**src/rtl/motor_mix_scheduler.sv**
```systemverilog
// Arm/disarm FSM plus one shared signed adder/clamp, time-multiplexed over motors M0..M3.
// Define MOTOR_MIX_SLEW_LIMIT_EN to limit each committed duty change to +/-MAX_STEP.
module motor_mix_scheduler #(
    parameter logic [7:0]  BASE_DUTY   = 8'd50,
    parameter logic [7:0]  MAX_DUTY    = 8'd100,
    parameter logic [7:0]  ARM_THR_MAX = 8'd5,
    parameter int unsigned ARM_TICKS   = 8
`ifdef MOTOR_MIX_SLEW_LIMIT_EN
    ,
    parameter logic [7:0]  MAX_STEP    = 8'd4
`endif
) (
    input  logic       clk,
    input  logic       rst_n,
    input  logic       update_tick,
    input  logic       arm_req,
    input  logic       failsafe,
    input  logic [7:0] throttle_offset,
    input  logic [7:0] pitch_offset,
    input  logic [7:0] roll_offset,
    input  logic [7:0] yaw_offset,
    output logic [7:0] motor0_duty,
    output logic [7:0] motor1_duty,
    output logic [7:0] motor2_duty,
    output logic [7:0] motor3_duty,
    output logic       duty_valid,
    output logic       armed,
    output logic       overrun
);

    typedef enum logic [1:0] {ST_DISARMED, ST_ARMING, ST_RUN} state_e;

    localparam logic [7:0] ARM_TICKS_W = 8'(ARM_TICKS);

    state_e           state_q, state_d;
    logic [7:0]       arm_cnt_q, arm_cnt_d;
    logic             busy_q, busy_d;
    logic [1:0]       step_q, step_d;
    logic [3:0][7:0]  duty_q, duty_d;
    logic             duty_valid_q, duty_valid_d;
    logic             armed_q, armed_d;
    logic             overrun_q, overrun_d;

    logic [7:0]       cap_t_q, cap_p_q, cap_r_q, cap_y_q;
    logic [3:0][7:0]  shadow_q;
    logic             cap_en, shadow_we;

    logic signed [10:0] p_ext, r_ext, y_ext, base_t, mix_sum;
    logic [7:0]         mix_clamped;
    logic [3:0][7:0]    commit;
    logic               disarm, thr_ok;

`ifdef MOTOR_MIX_SLEW_LIMIT_EN
    function automatic logic [7:0] slew(input logic [7:0] prev, input logic [7:0] target);
        if (target > prev)
            return (target - prev > MAX_STEP) ? prev + MAX_STEP : target;
        return (prev - target > MAX_STEP) ? prev - MAX_STEP : target;
    endfunction
`endif

    // Sign pattern per motor: P is negative on M2/M3, R on M1/M2, Y on M0/M2.
    always_comb begin
        p_ext  = {{3{cap_p_q[7]}}, cap_p_q};
        r_ext  = {{3{cap_r_q[7]}}, cap_r_q};
        y_ext  = {{3{cap_y_q[7]}}, cap_y_q};
        base_t = {3'b000, BASE_DUTY} + {3'b000, cap_t_q};
        mix_sum = base_t
                + (step_q[1]             ? -p_ext : p_ext)
                + ((step_q[1] ^ step_q[0]) ? -r_ext : r_ext)
                + (!step_q[0]            ? -y_ext : y_ext);
        if (mix_sum < 0)
            mix_clamped = 8'd0;
        else if (mix_sum > $signed({3'b000, MAX_DUTY}))
            mix_clamped = MAX_DUTY;
        else
            mix_clamped = mix_sum[7:0];
        commit = {mix_clamped, shadow_q[2], shadow_q[1], shadow_q[0]};
    end

    always_comb begin
        // NOTE: every signal gets a default here so no path leaves one unassigned (no latches).
        state_d      = state_q;
        arm_cnt_d    = arm_cnt_q;
        busy_d       = busy_q;
        step_d       = step_q;
        duty_d       = duty_q;
        duty_valid_d = 1'b0;
        armed_d      = armed_q;
        overrun_d    = overrun_q;
        cap_en       = 1'b0;
        shadow_we    = 1'b0;
        disarm       = !arm_req || failsafe;
        thr_ok       = throttle_offset <= ARM_THR_MAX;

        if (state_q != ST_DISARMED && disarm) begin
            state_d      = ST_DISARMED;
            arm_cnt_d    = 8'd0;
            busy_d       = 1'b0;
            step_d       = 2'd0;
            duty_d       = '0;
            duty_valid_d = 1'b1;
            armed_d      = 1'b0;
        end else begin
            case (state_q)
                ST_DISARMED: begin
                    // The tick that enters ARMING counts as the first qualifying tick.
                    if (update_tick && !disarm && thr_ok) begin
                        state_d      = ST_ARMING;
                        arm_cnt_d    = 8'd1;
                        duty_d       = {4{BASE_DUTY}};
                        duty_valid_d = 1'b1;
                    end
                end
                ST_ARMING: begin
                    if (update_tick) begin
                        if (!thr_ok) begin
                            arm_cnt_d = 8'd0;
                        end else if (arm_cnt_q + 8'd1 >= ARM_TICKS_W) begin
                            state_d   = ST_RUN;
                            armed_d   = 1'b1;
                            arm_cnt_d = 8'd0;
                        end else begin
                            arm_cnt_d = arm_cnt_q + 8'd1;
                        end
                    end
                end
                ST_RUN: begin
                    if (busy_q) begin
                        shadow_we = 1'b1;
                        step_d    = step_q + 2'd1;
                        if (update_tick) overrun_d = 1'b1;
                        if (step_q == 2'd3) begin
                            busy_d       = 1'b0;
                            duty_valid_d = 1'b1;
`ifdef MOTOR_MIX_SLEW_LIMIT_EN
                            for (int k = 0; k < 4; k++) duty_d[k] = slew(duty_q[k], commit[k]);
`else
                            duty_d = commit;
`endif
                        end
                    end else if (update_tick) begin
                        cap_en = 1'b1;
                        busy_d = 1'b1;
                        step_d = 2'd0;
                    end
                end
                default: state_d = ST_DISARMED;
            endcase
        end
    end

    // NOTE: sequential state uses non-blocking assignments so all flops update together.
    always_ff @(posedge clk) begin
        if (!rst_n) begin
            state_q      <= ST_DISARMED;
            arm_cnt_q    <= 8'd0;
            busy_q       <= 1'b0;
            step_q       <= 2'd0;
            duty_q       <= '0;
            duty_valid_q <= 1'b0;
            armed_q      <= 1'b0;
            overrun_q    <= 1'b0;
        end else begin
            state_q      <= state_d;
            arm_cnt_q    <= arm_cnt_d;
            busy_q       <= busy_d;
            step_q       <= step_d;
            duty_q       <= duty_d;
            duty_valid_q <= duty_valid_d;
            armed_q      <= armed_d;
            overrun_q    <= overrun_d;
        end
    end

    // NOTE: capture/shadow registers are not reset; they are only read while busy_q qualifies them.
    always_ff @(posedge clk) begin
        if (cap_en) begin
            cap_t_q <= throttle_offset;
            cap_p_q <= pitch_offset;
            cap_r_q <= roll_offset;
            cap_y_q <= yaw_offset;
        end
        if (shadow_we) shadow_q[step_q] <= mix_clamped;
    end

    assign motor0_duty = duty_q[0];
    assign motor1_duty = duty_q[1];
    assign motor2_duty = duty_q[2];
    assign motor3_duty = duty_q[3];
    assign duty_valid  = duty_valid_q;
    assign armed       = armed_q;
    assign overrun     = overrun_q;

endmodule

```
**config.mk**
```make
export PLATFORM = sky130hd
export DESIGN_NAME = motor_mix_scheduler
export DESIGN_NICKNAME = d
export VERILOG_FILES = /design/src/rtl/motor_mix_scheduler.sv
export SDC_FILE = /design/constraint.sdc
export NUM_CORES = 1
export LEC_CHECK = 0
export CORE_AREA = 2 2 137 85
export DETAILED_ROUTE_END_ITERATION = 8
export DIE_AREA = 0 0 139 87
export PLACE_DENSITY = 0.72
export SETUP_SLACK_MARGIN = 0.4
export SKIP_CTS_REPAIR_TIMING = 1
export SYNTH_ARGS = -nofsm -noshare
export SYNTH_HDL_FRONTEND = slang
export SYNTH_SLANG_ARGS = --single-unit
export TNS_END_PERCENT = 20
```
**constraint.sdc**
```tcl
create_clock -name clk -period 6.75 [get_ports clk]
set_input_delay 0.675 -clock clk [delete_from_list [all_inputs] [get_ports clk]]
set_output_delay 0.675 -clock clk [all_outputs]
set_load 0.005 [all_outputs]
```
[Yosys cells after proc, flatten, opt, wreduce, memory -nomap -nowiden]
Cells that the tools add are included.
Word-level totals
  output and inout port bits: 35
  register bits after elaboration: 112
  logic and storage cells: 104
  input port bits: 37
Operators by class
  muxes and demuxes: 38
  bitwise gates (word level): 4
  reductions and logical operators: 19
  equal/unequal tests: 9
  add/subtract/negate cells: 9
  magnitude comparators: 6
Operator list (count)
  32-bit two-way mux: 3
  32-bit case mux with 2 select lines: 1
  8-bit two-way mux: 7
  11-bit two-way mux: 3
  8-bit negation with 11-bit output: 3
  32-bit bitwise mux: 1
  11-bit adder: 2
  8-bit demux with 2-bit select: 1
  8-bit case mux with 2 select lines: 1
  1-bit two-way mux: 13
  2-bit two-way mux: 6
  2-bit inequality test (second input constant): 6
  4-bit AND reduction: 3
  10-bit by 11-bit adder with 11-bit output: 1
  11-bit by 8-bit greater-than comparator with 1-bit output (second input constant): 1
  11-bit by 1-bit < comparator with 1-bit output (second input constant): 1
  6-bit by 8-bit adder with 9-bit output (first input constant): 1
  8-bit by 1-bit adder with 8-bit output (second input constant): 1
  8-bit by 4-bit >= comparator with 1-bit output (second input constant): 1
  8-bit by 3-bit <= comparator with 1-bit output (second input constant): 1
  2-bit nonzero test: 4
  2-bit case mux with 3 select lines: 1
  5-bit AND reduction: 1
  2-bit == test (second input constant): 2
  other kinds (14): 20

[Depth between registers and ports, before layout]
  depth after elaboration: 11
  gate-level depth with buffers: 19
  gate-level depth less buffers: 17

[Worst setup path after synthesis]
No wires, ideal clock.
  path kind: flip-flop to flip-flop
  from: reg step_q[0]
  to: reg duty_q, in the netlist motor3_duty[1]
  data required time: 6.682 ns
  clock period less this slack: 4.916 ns
  slack: 1.834 ns
  library setup time: 0.068 ns
  data arrival time: 4.849 ns
  stages on the path, launching flop included: 20
  buffers on the path: 3
  cells stage by stage: dfxtp_1 clkbuf_1 inv_1 ha_1 buf_2 mux2i_1 fa_1 fa_1 inv_1 ha_1 inv_1 fa_1 nor2b_1 o22ai_1 xor2_1 a2111o_1 or4b_1 buf_2 or4_4 o21ai_2
Between the ends
  cells in the longest elaborated chain, start to end: 10
  elaborated cells between the ends (all ways): 15
  those cells by class: add/sub (2); order compare (2); eq/ne (2); mux (7); bitwise (1); reduce/logical (1)
RTL lines
  start, declared: RTL line 38  | logic [1:0] step_q, step_d;
  start signal, assigned: RTL line 167  | step_q <= step_d;
  1-bit XOR: RTL line 69  | + ((step_q[1] ^ step_q[0]) ? -r_ext : r_ext)
  11-bit two-way mux: RTL line 69
  11-bit adder: RTL line 69
  11-bit adder: RTL line 70  | + (!step_q[0] ? -y_ext : y_ext);
  11-bit by 8-bit greater-than comparator with 1-bit output: RTL line 73  | else if (mix_sum > $signed({3'b000, MAX_DUTY}))
  8-bit two-way mux: RTL line 73
  8-bit two-way mux: RTL line 71  | if (mix_sum < 0)
  32-bit two-way mux: RTL line 132  | if (step_q == 2'd3) begin
  32-bit two-way mux: RTL line 128  | if (busy_q) begin
  32-bit case mux with 2 select lines: RTL line 104  | case (state_q)
  end signal, assigned: RTL line 168  | duty_q <= duty_d;
  end, declared: RTL line 39  | logic [3:0][7:0] duty_q, duty_d;
Several ways; a longest one is shown, not always the timed one. The select of a mux whose other input is x is not followed.
A chain may end at the register's enable or synchronous reset.

==> flow_summary_export.csv <==
group,metric,value,unit
status,outcome,"finished, final reports clean",
finish,drive_gt1_frac,0.08255,
floorplanning,pin_count,72,
clock_tree,cts_made_buffers,9,
placed_design,hpwl,8613,um
logic_synthesis,yosys_warnings,0,
finish,fin_util,0.5811,
logic_synthesis,yosysUniqueCellTypes,59,
worst_hold_path,hp-start,"armed$_SDFFE_PP0P_",
routing,routedWlPerCell,16.34,um
clock_tree,clock-sinks,104,
logic_synthesis,syn_area,5205,um2
clock_tree,clk_root_buffer_cell,"clkbuf_16",
routing,drc_errors,0,
critical_path,timing.rr.end,"motor3_duty[4]$_SDFFE_PP0P_",
finish,final_cell_mix,"71 x clkdlybuf4s50_1, 56 x edfxtp_1, 48 x dfxtp_1",
floorplanning,die_y,87,um
logic_synthesis,synth_area_leaders,"edfxtp_1 32%, dfxtp_1 18%, fa_1 7.3%",
sta,worst_slack,1.282,ns
sta,max_freq,182.9,MHz
placed_design,place_area,6076,um2
global_routing,track_usage,0.1949,
finish,regArea,2643,um2
critical_path,r2r_slack,1.28,ns
logic_synthesis,postSynthCellCount,456,
pwr,total_power,1.206,mW
logic_synthesis,syn_area_per_cell,11.41,um2
global_routing,grt_first_pass_wirelength,18130,um
clock_tree,clk_latency,0.36,ns
routing,viasPerCell,5.365,
pwr,power_density,189.3,nW/um2
floorplanning,die_w,139,um
placed_design,gp_congestion,0.8856,
sta,tightestPinTransition,1.036,ns
pwr,peakVddDrop,0.1455,mV
critical_path,path_max_fanout,13,
clock_tree,clockBufferDepth,2,
sta,maxSlewHeadroom,0.3067,
clock_tree,ctsHtreeMaxLevel,3,
placed_design,port_buffers,71,
clock_tree,path_clk_slew,0.07,ns
critical_path,critPathKind,"reg -> reg",
critical_path,r2r-start,"step_q[0]$_SDFFE_PP0P_",
worst_hold_path,hp-class,"reg -> reg",
floorplanning,initial_core_util,0.4749,
pwr,p_leak,2.390,nW
finish,syn_to_final_growth,22.36,%
global_routing,overflow,0,
placed_design,dpl.cell_count,661,
routing,finalWirelength,11070,um
sta,finalCriticalPeriod,5.468,ns
sta,fin_crit_sh,0.8101,
critical_path,cp-end-kind,"flip-flop",
sta,rsz0062_at_grt,"no",
finish,final_common_cell,"clkdlybuf4s50_1",
floorplanning,die_area,12090,um2
job,drv_cap,0,
logic_synthesis,yosysTopAreaCell,"edfxtp_1",
critical_path,arrival,5.77,ns
critical_path,worstRegToRegCells,14,
finish,nets,605,
clock_tree,cts_tree,"done",
floorplanning,core_area,10960,um2
finish,fin_cells,677,
logic_synthesis,synth_top_area_share,0.3231,
finish,diodes,0,
floorplanning,rows,30,
sta,clock_skew,0.009835,ns
sta,hold_slack,0.4628,ns
critical_path,startpoint_type,"flip-flop",
routing,drt-initial-drc-count,252,
routing,drt-pass1-iter-count,5,
sta,maxSlewViolCount,0,
global_routing,grt_pass1_vias,3596,
routing,vias,3632,
placed_design,preCtsSetupSlack,1.350,ns
finish,final_area,6369,um2
worst_hold_path,hold_depth,2,
logic_synthesis,ys_seq_area_frac,0.5077,
sta,fin_setup_tns,0,ns
finish,nFillCells,880,
routing,drtAntennaViolNets,0,
global_routing,antenna_found_initial,0,
logic_synthesis,synth_edf_count,56,
logic_synthesis,ys_async_sr_fraction,0,
finish,multi_input_area,2381,um2
sta,setup_violations,0,
worst_hold_path,min_to,"armed$_SDFFE_PP0P_",
logic_synthesis,ys_ff_latch,104,
sta,finalHoldViolCount,0,
logic_synthesis,synthFlopType,"edfxtp_1",
global_routing,grt_max_degree,33,
critical_path,required,7.06,ns
## report_power, final
part	switching, mW	total [mW]	internal (mW)
combinational	0.0114	0.0323	0.0209
clock	0.249	0.510	0.261
sequential	0.000221	0.663	0.663
total	0.261	1.21	0.945
## critical path, cell delays in order, from the launching register on
cell      delay [ns]
dfxtp_1         0.63
inv_1           0.22
ha_1            0.58
nand2_1         0.11
xnor2_1         0.29
fa_1            0.50
fa_1            0.50
ha_1            0.41
a21o_1          0.23
a31oi_4         0.20
nand2_2         0.06
o311a_1         0.30
or4b_1          0.68
a211oi_1        0.45
o221a_2         0.26
## metal layers
| metal | track usage | wire (um) |
|---|---|---|
| met5 | 0 | 0 |
| met3 | 0.05662 | 804 |
| met4 | 0.06795 | 166 |
| met2 | 0.2866 | 4552 |
| met1 | 0.2775 | 5542 |
## kinds of logic (layout without fill, tap and decap cells)
logic type | Yosys count | count (layout) | synth area share
AND/OR/NAND/NOR | 131 | 131 | 0.1301
multiplexers | 6 | 6 | 0.01154
buffers and inverters | 52 | 127 | 0.03798
flip-flops | 104 | 104 | 0.5077
other | 1 | 3 | 0.0007205
adder cells (fa/ha/maj) | 40 | 40 | 0.1236
AO/OA/AOI/OAI | 89 | 89 | 0.1303
XOR/XNOR | 33 | 33 | 0.05817
## sequential cells by signal, summed over array words and instances, names as in the netlist
name,cells
motor0_duty,8
cap_t_q,8
armed,1
cap_y_q,8
overrun,1
step_q,2
busy_q,1
state_q,2
motor3_duty,8
commit,24
motor2_duty,8
cap_p_q,8
cap_r_q,8
duty_valid,1
arm_cnt_q,8
motor1_duty,8
## worst max-delay path by stage
stage / start / cells after the start / end
3_3_place_gp: step_q[0]$_SDFFE_PP0P_ / 14 / motor3_duty[1]$_SDFFE_PP0P_
2_1_floorplan: step_q[0]$_SDFFE_PP0P_ / 19 / motor3_duty[1]$_SDFFE_PP0P_
4_1_cts: step_q[0]$_SDFFE_PP0P_ / 14 / motor3_duty[4]$_SDFFE_PP0P_
6_report: step_q[0]$_SDFFE_PP0P_ / 14 / motor3_duty[4]$_SDFFE_PP0P_
5_1_grt: step_q[0]$_SDFFE_PP0P_ / 16 / motor3_duty[4]$_SDFFE_PP0P_
3_5_place_dp: step_q[0]$_SDFFE_PP0P_ / 16 / motor3_duty[4]$_SDFFE_PP0P_
## synthesized netlist by cell type (all sizes together), types with 3 or more instances
| cell | instances |
|---|---|
| edfxtp | 56 |
| dfxtp | 48 |
| nor2 | 41 |
| inv | 37 |
| xnor2 | 22 |
| ha | 21 |
| nand2 | 21 |
| fa | 19 |
| a21oi | 18 |
| a22oi | 15 |
| clkbuf | 12 |
| nor3 | 11 |
| and2 | 10 |
| o221a | 10 |
| xor2 | 10 |
| o21ai | 9 |
| nand2b | 8 |
| nand3 | 8 |
| and3 | 6 |
| mux2i | 6 |
| nor2b | 6 |
| o31ai | 6 |
| a21o | 5 |
| o21a | 4 |
| a211oi | 3 |
| a31oi | 3 |
| buf | 3 |
| nor4 | 3 |
| or2 | 3 |
| or3 | 3 |
| or4 | 3 |
## cell type report
class	count	area share
Clock buffer	9	0.03536
Clock inverter	7	0.01061
Inverter	37	0.02181
Multi-Input combinational cell	302	0.3739
Sequential cell	104	0.4149
Tap cell	144	0.02829
Timing Repair Buffer	74	0.1151
(Power assumes the default switching activity.)
